**src/rtl/oscillo_pkg.sv**
```systemverilog
// rtl/oscillo_pkg.sv - shared types and constants for the triggered capture engine
// Contents: capture FSM state enum, trigger mode codes, slope codes.
package oscillo_pkg;

    typedef enum logic [2:0] {
        ST_IDLE,
        ST_PREFILL,
        ST_WAIT_TRIG,
        ST_POSTFILL,
        ST_READOUT
    } state_t;

    // Mode 3 is reserved and behaves like TRIG_NORMAL.
    localparam logic [1:0] TRIG_NORMAL = 2'd0;
    localparam logic [1:0] TRIG_AUTO   = 2'd1;
    localparam logic [1:0] TRIG_FORCE  = 2'd2;

    localparam logic SLOPE_RISING  = 1'b0;
    localparam logic SLOPE_FALLING = 1'b1;

endpackage

```
**src/rtl/capture_ram.sv**
```systemverilog
// rtl/capture_ram.sv - simple dual-port sample RAM with registered read
// Ports: clk; write port we/waddr/wdata; read port re/raddr, rdata valid one
// cycle after re. Contents are never cleared.
module capture_ram #(
    parameter int ADDR_W = 9,
    parameter int DATA_W = 8
) (
    input  logic              clk,
    input  logic              we,
    input  logic [ADDR_W-1:0] waddr,
    input  logic [DATA_W-1:0] wdata,
    input  logic              re,
    input  logic [ADDR_W-1:0] raddr,
    output logic [DATA_W-1:0] rdata
);

    logic [DATA_W-1:0] mem [2**ADDR_W];

    always_ff @(posedge clk) begin
        if (we) begin
            mem[waddr] <= wdata;
        end
        if (re) begin
            rdata <= mem[raddr];
        end
    end

endmodule

```
**src/rtl/oscillo_trig_capture.sv**
```systemverilog
// rtl/oscillo_trig_capture.sv - triggered multi-channel waveform capture with stream readout
// Ports: clk, rst (sync, active high); arm plus trigger configuration
// (trig_mode, trig_slope, trig_level, trig_ch, pretrig) latched on an accepted
// arm; din_valid/din sample input; rd_data/rd_valid/rd_ready/rd_last readout
// stream; busy, triggered and done status.
module oscillo_trig_capture
    import oscillo_pkg::*;
#(
    parameter int SAMPLE_W     = 8,
    parameter int ADDR_W       = 9,
    parameter int NCH          = 1,
    parameter int AUTO_TIMEOUT = 1024
) (
    input  logic                                   clk,
    input  logic                                   rst,
    input  logic                                   arm,
    input  logic [1:0]                             trig_mode,
    input  logic                                   trig_slope,
    input  logic [SAMPLE_W-1:0]                    trig_level,
    input  logic [((NCH > 1) ? $clog2(NCH) : 1)-1:0] trig_ch,
    input  logic [ADDR_W-1:0]                      pretrig,
    input  logic                                   din_valid,
    input  logic [NCH*SAMPLE_W-1:0]                din,
    output logic [SAMPLE_W-1:0]                    rd_data,
    output logic                                   rd_valid,
    input  logic                                   rd_ready,
    output logic                                   rd_last,
    output logic                                   busy,
    output logic                                   triggered,
    output logic                                   done
);

    localparam int DEPTH = 2**ADDR_W;
    localparam int CHW   = (NCH > 1) ? $clog2(NCH) : 1;
    localparam int TW    = $clog2(AUTO_TIMEOUT + 1);
    localparam int NW    = $clog2(DEPTH * NCH + 1);

    state_t              state;
    logic [ADDR_W-1:0]   wr_ptr;
    logic [ADDR_W:0]     cnt;
    logic [TW-1:0]       auto_cnt;
    logic [1:0]          mode_q;
    logic                slope_q;
    logic [SAMPLE_W-1:0] level_q;
    logic [CHW-1:0]      ch_q;
    logic [ADDR_W-1:0]   pre_q;
    logic [SAMPLE_W-1:0] prev_q;
    logic                have_prev;

    logic [ADDR_W-1:0]   rd_addr;
    logic [CHW-1:0]      rd_ch;
    logic [CHW-1:0]      sel_ch;
    logic [NW-1:0]       issue_cnt;
    logic                pending;
    logic                pend_last;

    logic [SAMPLE_W-1:0] ram_q [NCH];
    logic [SAMPLE_W-1:0] cur;
    logic [SAMPLE_W-1:0] rd_word;
    logic                wr_en;
    logic                rd_en;
    logic                edge_hit;
    logic                fire;
    logic [ADDR_W:0]     post_target;

    assign busy = (state != ST_IDLE);

    always_comb begin
        cur = din[SAMPLE_W-1:0];
        for (int c = 0; c < NCH; c++) begin
            if (ch_q == CHW'(c)) begin
                cur = din[c*SAMPLE_W +: SAMPLE_W];
            end
        end
        rd_word = ram_q[0];
        for (int c = 0; c < NCH; c++) begin
            if (sel_ch == CHW'(c)) begin
                rd_word = ram_q[c];
            end
        end
    end

    assign wr_en = din_valid && (state == ST_PREFILL || state == ST_WAIT_TRIG ||
                                 state == ST_POSTFILL);

    // Edges need a previous sample of this capture; PREFILL samples count.
    assign edge_hit = have_prev &&
        ((slope_q == SLOPE_RISING) ? (prev_q < level_q && cur >= level_q)
                                   : (prev_q >= level_q && cur < level_q));

    always_comb begin
        case (mode_q)
            TRIG_FORCE: fire = 1'b1;
            TRIG_AUTO:  fire = edge_hit || (auto_cnt == TW'(AUTO_TIMEOUT - 1));
            default:    fire = edge_hit;
        endcase
    end

    // Samples from the trigger (inclusive) to the end of the frame.
    assign post_target = (ADDR_W+1)'(DEPTH) - {1'b0, pre_q};

    // A read is issued only when the output register is free (or being
    // drained) and no read is in flight, so the stream holds under stall.
    assign rd_en = (state == ST_READOUT) && !pending && (!rd_valid || rd_ready) &&
                   (issue_cnt != NW'(DEPTH * NCH));

    for (genvar g = 0; g < NCH; g++) begin : g_ram
        capture_ram #(
            .ADDR_W (ADDR_W),
            .DATA_W (SAMPLE_W)
        ) u_ram (
            .clk   (clk),
            .we    (wr_en),
            .waddr (wr_ptr),
            .wdata (din[g*SAMPLE_W +: SAMPLE_W]),
            .re    (rd_en),
            .raddr (rd_addr),
            .rdata (ram_q[g])
        );
    end

    always_ff @(posedge clk) begin
        if (rst) begin
            state     <= ST_IDLE;
            wr_ptr    <= '0;
            cnt       <= '0;
            auto_cnt  <= '0;
            mode_q    <= TRIG_NORMAL;
            slope_q   <= SLOPE_RISING;
            level_q   <= '0;
            ch_q      <= '0;
            pre_q     <= '0;
            prev_q    <= '0;
            have_prev <= 1'b0;
            rd_addr   <= '0;
            rd_ch     <= '0;
            sel_ch    <= '0;
            issue_cnt <= '0;
            pending   <= 1'b0;
            pend_last <= 1'b0;
            rd_data   <= '0;
            rd_valid  <= 1'b0;
            rd_last   <= 1'b0;
            triggered <= 1'b0;
            done      <= 1'b0;
        end else begin
            done <= 1'b0;
            if (wr_en) begin
                wr_ptr    <= wr_ptr + 1'b1;
                prev_q    <= cur;
                have_prev <= 1'b1;
            end
            case (state)
                ST_IDLE: begin
                    if (arm) begin
                        mode_q    <= trig_mode;
                        slope_q   <= trig_slope;
                        level_q   <= trig_level;
                        ch_q      <= trig_ch;
                        pre_q     <= pretrig;
                        triggered <= 1'b0;
                        cnt       <= '0;
                        auto_cnt  <= '0;
                        have_prev <= 1'b0;
                        rd_ch     <= '0;
                        issue_cnt <= '0;
                        state     <= (pretrig == '0) ? ST_WAIT_TRIG : ST_PREFILL;
                    end
                end
                ST_PREFILL: begin
                    if (din_valid) begin
                        cnt <= cnt + 1'b1;
                        if (cnt + 1'b1 == {1'b0, pre_q}) begin
                            state <= ST_WAIT_TRIG;
                        end
                    end
                end
                ST_WAIT_TRIG: begin
                    if (din_valid) begin
                        auto_cnt <= auto_cnt + 1'b1;
                        if (fire) begin
                            triggered <= 1'b1;
                            cnt       <= (ADDR_W+1)'(1);
                            if (post_target == (ADDR_W+1)'(1)) begin
                                // The next write pointer is trig_addr - pretrig.
                                rd_addr <= wr_ptr + 1'b1;
                                state   <= ST_READOUT;
                            end else begin
                                state <= ST_POSTFILL;
                            end
                        end
                    end
                end
                ST_POSTFILL: begin
                    if (din_valid) begin
                        cnt <= cnt + 1'b1;
                        if (cnt + 1'b1 == post_target) begin
                            // After a full frame the next write pointer is
                            // the oldest sample, i.e. trig_addr - pretrig.
                            rd_addr <= wr_ptr + 1'b1;
                            state   <= ST_READOUT;
                        end
                    end
                end
                ST_READOUT: begin
                    if (rd_valid && rd_ready) begin
                        rd_valid <= 1'b0;
                        rd_last  <= 1'b0;
                        if (rd_last) begin
                            done  <= 1'b1;
                            state <= ST_IDLE;
                        end
                    end
                    if (pending) begin
                        rd_data   <= rd_word;
                        rd_valid  <= 1'b1;
                        rd_last   <= pend_last;
                        pending   <= 1'b0;
                    end else if (rd_en) begin
                        pending   <= 1'b1;
                        sel_ch    <= rd_ch;
                        pend_last <= (issue_cnt == NW'(DEPTH * NCH - 1));
                        issue_cnt <= issue_cnt + 1'b1;
                        if (rd_ch == CHW'(NCH - 1)) begin
                            rd_ch   <= '0;
                            rd_addr <= rd_addr + 1'b1;
                        end else begin
                            rd_ch <= rd_ch + 1'b1;
                        end
                    end
                end
                default: state <= ST_IDLE;
            endcase
        end
    end

endmodule

```
**config.mk**
```make
export PLATFORM = sky130hd
export DESIGN_NAME = oscillo_trig_capture
export DESIGN_NICKNAME = d
export VERILOG_FILES = /design/src/rtl/oscillo_pkg.sv /design/src/rtl/capture_ram.sv /design/src/rtl/oscillo_trig_capture.sv
export SDC_FILE = /design/constraint.sdc
export NUM_CORES = 2
export LEC_CHECK = 0
export CAP_MARGIN = 40
export CORE_AREA = 2 2 494 986
export DETAILED_ROUTE_END_ITERATION = 8
export DIE_AREA = 0 0 496 988
export GPL_TIMING_DRIVEN = 1
export HOLD_SLACK_MARGIN = 0.03
export PLACE_DENSITY = 0.48
export SETUP_SLACK_MARGIN = 0.05
export SYNTH_ARGS = -nofsm -noshare
export SYNTH_HDL_FRONTEND = slang
export SYNTH_SLANG_ARGS = --single-unit
```
**constraint.sdc**
```tcl
create_clock -name clk -period 4.5 [get_ports clk]
set_clock_uncertainty 0.2 [all_clocks]
set_input_delay 0.675 -clock clk [delete_from_list [all_inputs] [get_ports clk]]
set_output_delay 0.675 -clock clk [all_outputs]
set_load 0.02 [all_outputs]
```
==> impl_results.md <==
- Max Buffers Root-to-Sink: 4
- Main flop type after synthesis: edfxtp_1
- Port Buffers: 45
- WL/cell: around 32 um
- CP required: 4.99 ns
- GR Util All Layers: 19.78%
- Drt pass-1 iters: 6
- Initial antenna violation count: 13
- Fmax achieved: roughly 230 MHz
- Seq/Total Area, Yosys: 76.55%
- Vias per inst: 5.256
- CTS clk-pin slew, worst paths: ~0.07 ns
- Fill count: 43040
- Pwr Total: 79.59 mW
- Pin count of the biggest net entering global routing: 188
- HP Start: pretrig[3]
- # rows: ~360
- I/O pin cnt: 47
- Dpl ws: -0.1448 ns
- Synthesized net count: ~7600
- Drt first-iter violations: 6963
- Initial core utilization: 33.89%
- Root buffer cell: clkbuf_16
- Core Area: 482400 sq um
- Yosys warning total: 0
- Final Max Slew Viols: 0
- Worst R2R Path Depth: 12
- Post-route design area: 190600 sq um
- Tmin final: between 4 and 5 ns
- Yosys reg bits: ~4200
- R2R Path Start: rd_addr[0]
- Hpwl dp: 319400 um
- Top-count cell post-synth: edfxtp_1
- Fin util: 39.52%
- Layout area overhead: 16.61%
- Slew @ Worst Pin: 1.278 ns
- Max-slew headroom: 14.81%
- DRC Markers: 0
- DP Area: ~180000 sq um
- Hold Fails Final Rpt: 0
- Die ar.: 490000 sq um
- Die Span Y: 988 um
- Vias: 79290
- Hold Crit Class: in2reg
- Crit Reg-Reg Endpoint: g_ram[0].u_ram.rdata[5]
- Post-synth top cells: 4104 x edfxtp_1, 1220 x mux4_2, 597 x nor2_1
- Grt total ovfl: 0
- RSZ-0062 raised after global routing: false
- VDD IR max: around 0.28 mV
- Vias in the first global route: 85000
- First-pass GRT wire length: between 600000 and 700000 um
- Max Cap Viol: 0
- CP Capture Type: register
- Pwr dens: 417.5 nW/um^2
- Arr. time, crit path: 4.85 ns
- Slack of the critical path: 0.1423 ns
- TritonCTS clock tree: done
- Netlist cell types: between 70 and 80
- Post-synth EDFFs: ~4000
- Cell taking the most area after synthesis: edfxtp_1
- Final-stage net count: 8497
- Final Setup Violations: 0
- CTS H-Tree Depth: 5
- Total Routed Length: 489800 um
- Hold Path Depth: 3
- Setup_tns: 0 ns
- Remaining antenna violation count after routing: 0
- Kind of critical path: reg2reg
- Hold Crit Endpoint: pre_q[3]
- Yosys top cell area share: 75.38%
- Ys async rst share: 0%
- Die W: between 400 and 500 um
- Mean Syn Cell Area: between 20 and 25 sq um
- Layout cells sized above 1: between 30% and 40%
- R2r setup slk: 0.14 ns
- Largest cells by area after synthesis: edfxtp_1 75%, mux4_2 17%, nor2_1 1.4%
- Worst-Skew Late Latency: 0.95 ns
- CP Launch Type: register
- Placer Congestion: 0.8565
- Leakage: 57.85 nW
- Total CTS buffers: 361
- Area of the mapped netlist: 163500 sq um
- Cell count after synthesis: approximately 7500
- Clock Sinks: 4199
- Status: finished clean
- Crit share post-route: 96.84%
- CTS resizes: 0
- Crit Path Max Fanout: 17
==> cell usage in the layout, fill, tap and decap left out, types with 13 or more instances in the layout <==
cell / Yosys / final
a211oi_1: 30 / 29
inv_1: 28 / 27
buf_4: 22 / 878
ha_1: 29 / 29
nor3_1: 36 / 35
o22ai_1: 24 / 24
clkinv_2: 0 / 58
nand3_4: 0 / 16
clkinv_1: 1 / 78
nor2b_1: 23 / 19
buf_12: 0 / 90
mux4_2: 1220 / 1220
nand3_1: 54 / 36
a22o_1: 13 / 13
xnor2_1: 32 / 32
edfxtp_1: 4104 / 4104
clkbuf_1: 255 / 74
mux2i_1: 106 / 106
nand2_1: 193 / 193
clkbuf_16: 0 / 369
clkinvlp_4: 0 / 18
a22oi_1: 42 / 42
clkdlybuf4s50_1: 0 / 36
nand2b_1: 16 / 14
a21oi_1: 125 / 125
o21ai_0: 58 / 58
nor2_1: 597 / 594
xor2_1: 21 / 21
bufinv_16: 0 / 35
dfxtp_1: 95 / 86
o221ai_1: 16 / 16
==> flip-flops by register name, summed over array words and instances, names as in the netlist, 8 cells and up <==
signal and cells:
wr_ptr 9, level_q 8, cnt 10, prev_q 8
pre_q 9, auto_cnt 11, rd_addr 9, g_ram.u_ram.mem 4096
g_ram.u_ram.rdata 8, rd_data 8, issue_cnt 10
==> worst max-delay path, stage by stage, from the launching register on <==
cell and delay [ns]:
dfxtp_4 0.37, buf_12 0.15, buf_12 0.23, buf_12 0.22, buf_4 0.25, mux4_2 0.53, mux4_2 0.61, a211oi_2 0.68
buf_4 0.28, a211oi_1 0.06, nor4_1 0.21, buf_4 0.21, a21oi_1 0.04
==> per-stage QoR <==
step / hold slack, ns / instances
finish: 0.1021 / 15090
global route: 0.09940 / 15080
CTS: 0.03362 / 15080
detailed placement: 0.2519 / 14410
global placement: 0.2444 / 14390
floorplan: 0.2323 / 7496
==> cells by family after synthesis <==
logic type      count (synthesis)  synth area share (%)
flops                        4199                 76.55
mux                          1334                 17.51
simple gates                 1001                 2.581
buf+inv                       488                 1.287
compound gates                392                 1.568
xor+xnor                       53                0.2839
fa+ha+maj                      29                0.2220
==> per-layer routing <==
metal / track usage [%] / part of all wire [%] / vias up
li1: - / - / 33130
met1: 21.38 / 35 / 43430
met2: 38.21 / 57 / 2029
met3: 2.007 / 3.6 / 704
met4: 8.860 / 5.2 / 2
met5: 0 / 0.0027 / -
==> final cells by class <==
type | instances | area (sq um) | share of cell area (%)
Antenna cell | 5 | 12.51 | 0.006564
Tap cell | 6352 | 7948 | 4.169
Timing Repair Buffer | 1033 | 9266 | 4.861
Inverter | 30 | 118.9 | 0.06235
Multi-Input combinational cell | 2809 | 36530 | 19.16
Sequential cell | 4199 | 125200 | 65.66
Clock buffer | 445 | 9539 | 5.004
Clock inverter | 213 | 2051 | 1.076
==> how the worst max path moves through the flow <==
stage,from,end,slack (ns)
after floorplan,rd_addr[0],g_ram[0].u_ram.rdata[5],1.19
after global placement,rd_addr[0],g_ram[0].u_ram.rdata[6],-0.67
after detailed placement,rd_addr[0],g_ram[0].u_ram.rdata[6],-0.14
after CTS,rd_addr[0],g_ram[0].u_ram.rdata[6],0.14
after global routing,rd_addr[0],g_ram[0].u_ram.rdata[6],0.10
final,rd_addr[0],g_ram[0].u_ram.rdata[5],0.14
==> repair_timing <==
| action | 4_1_cts | 5_1_grt |
|---|---|---|
| hold buffers | 6 | 0 |
| endpoints found under the hold margin | 48 | 0 |
| setup buffers | 5 | 0 |
| endpoints found under the setup margin | 2 | 0 |
==> where the power goes <==
part / internal [mW] / switching (mW)
sequential: 42.9 / 0.100
combinational: 1.94 / 3.03
clock: 17.1 / 14.4
total: 62.0 / 17.6
Note: power is estimated with default switching activity, not from simulation.
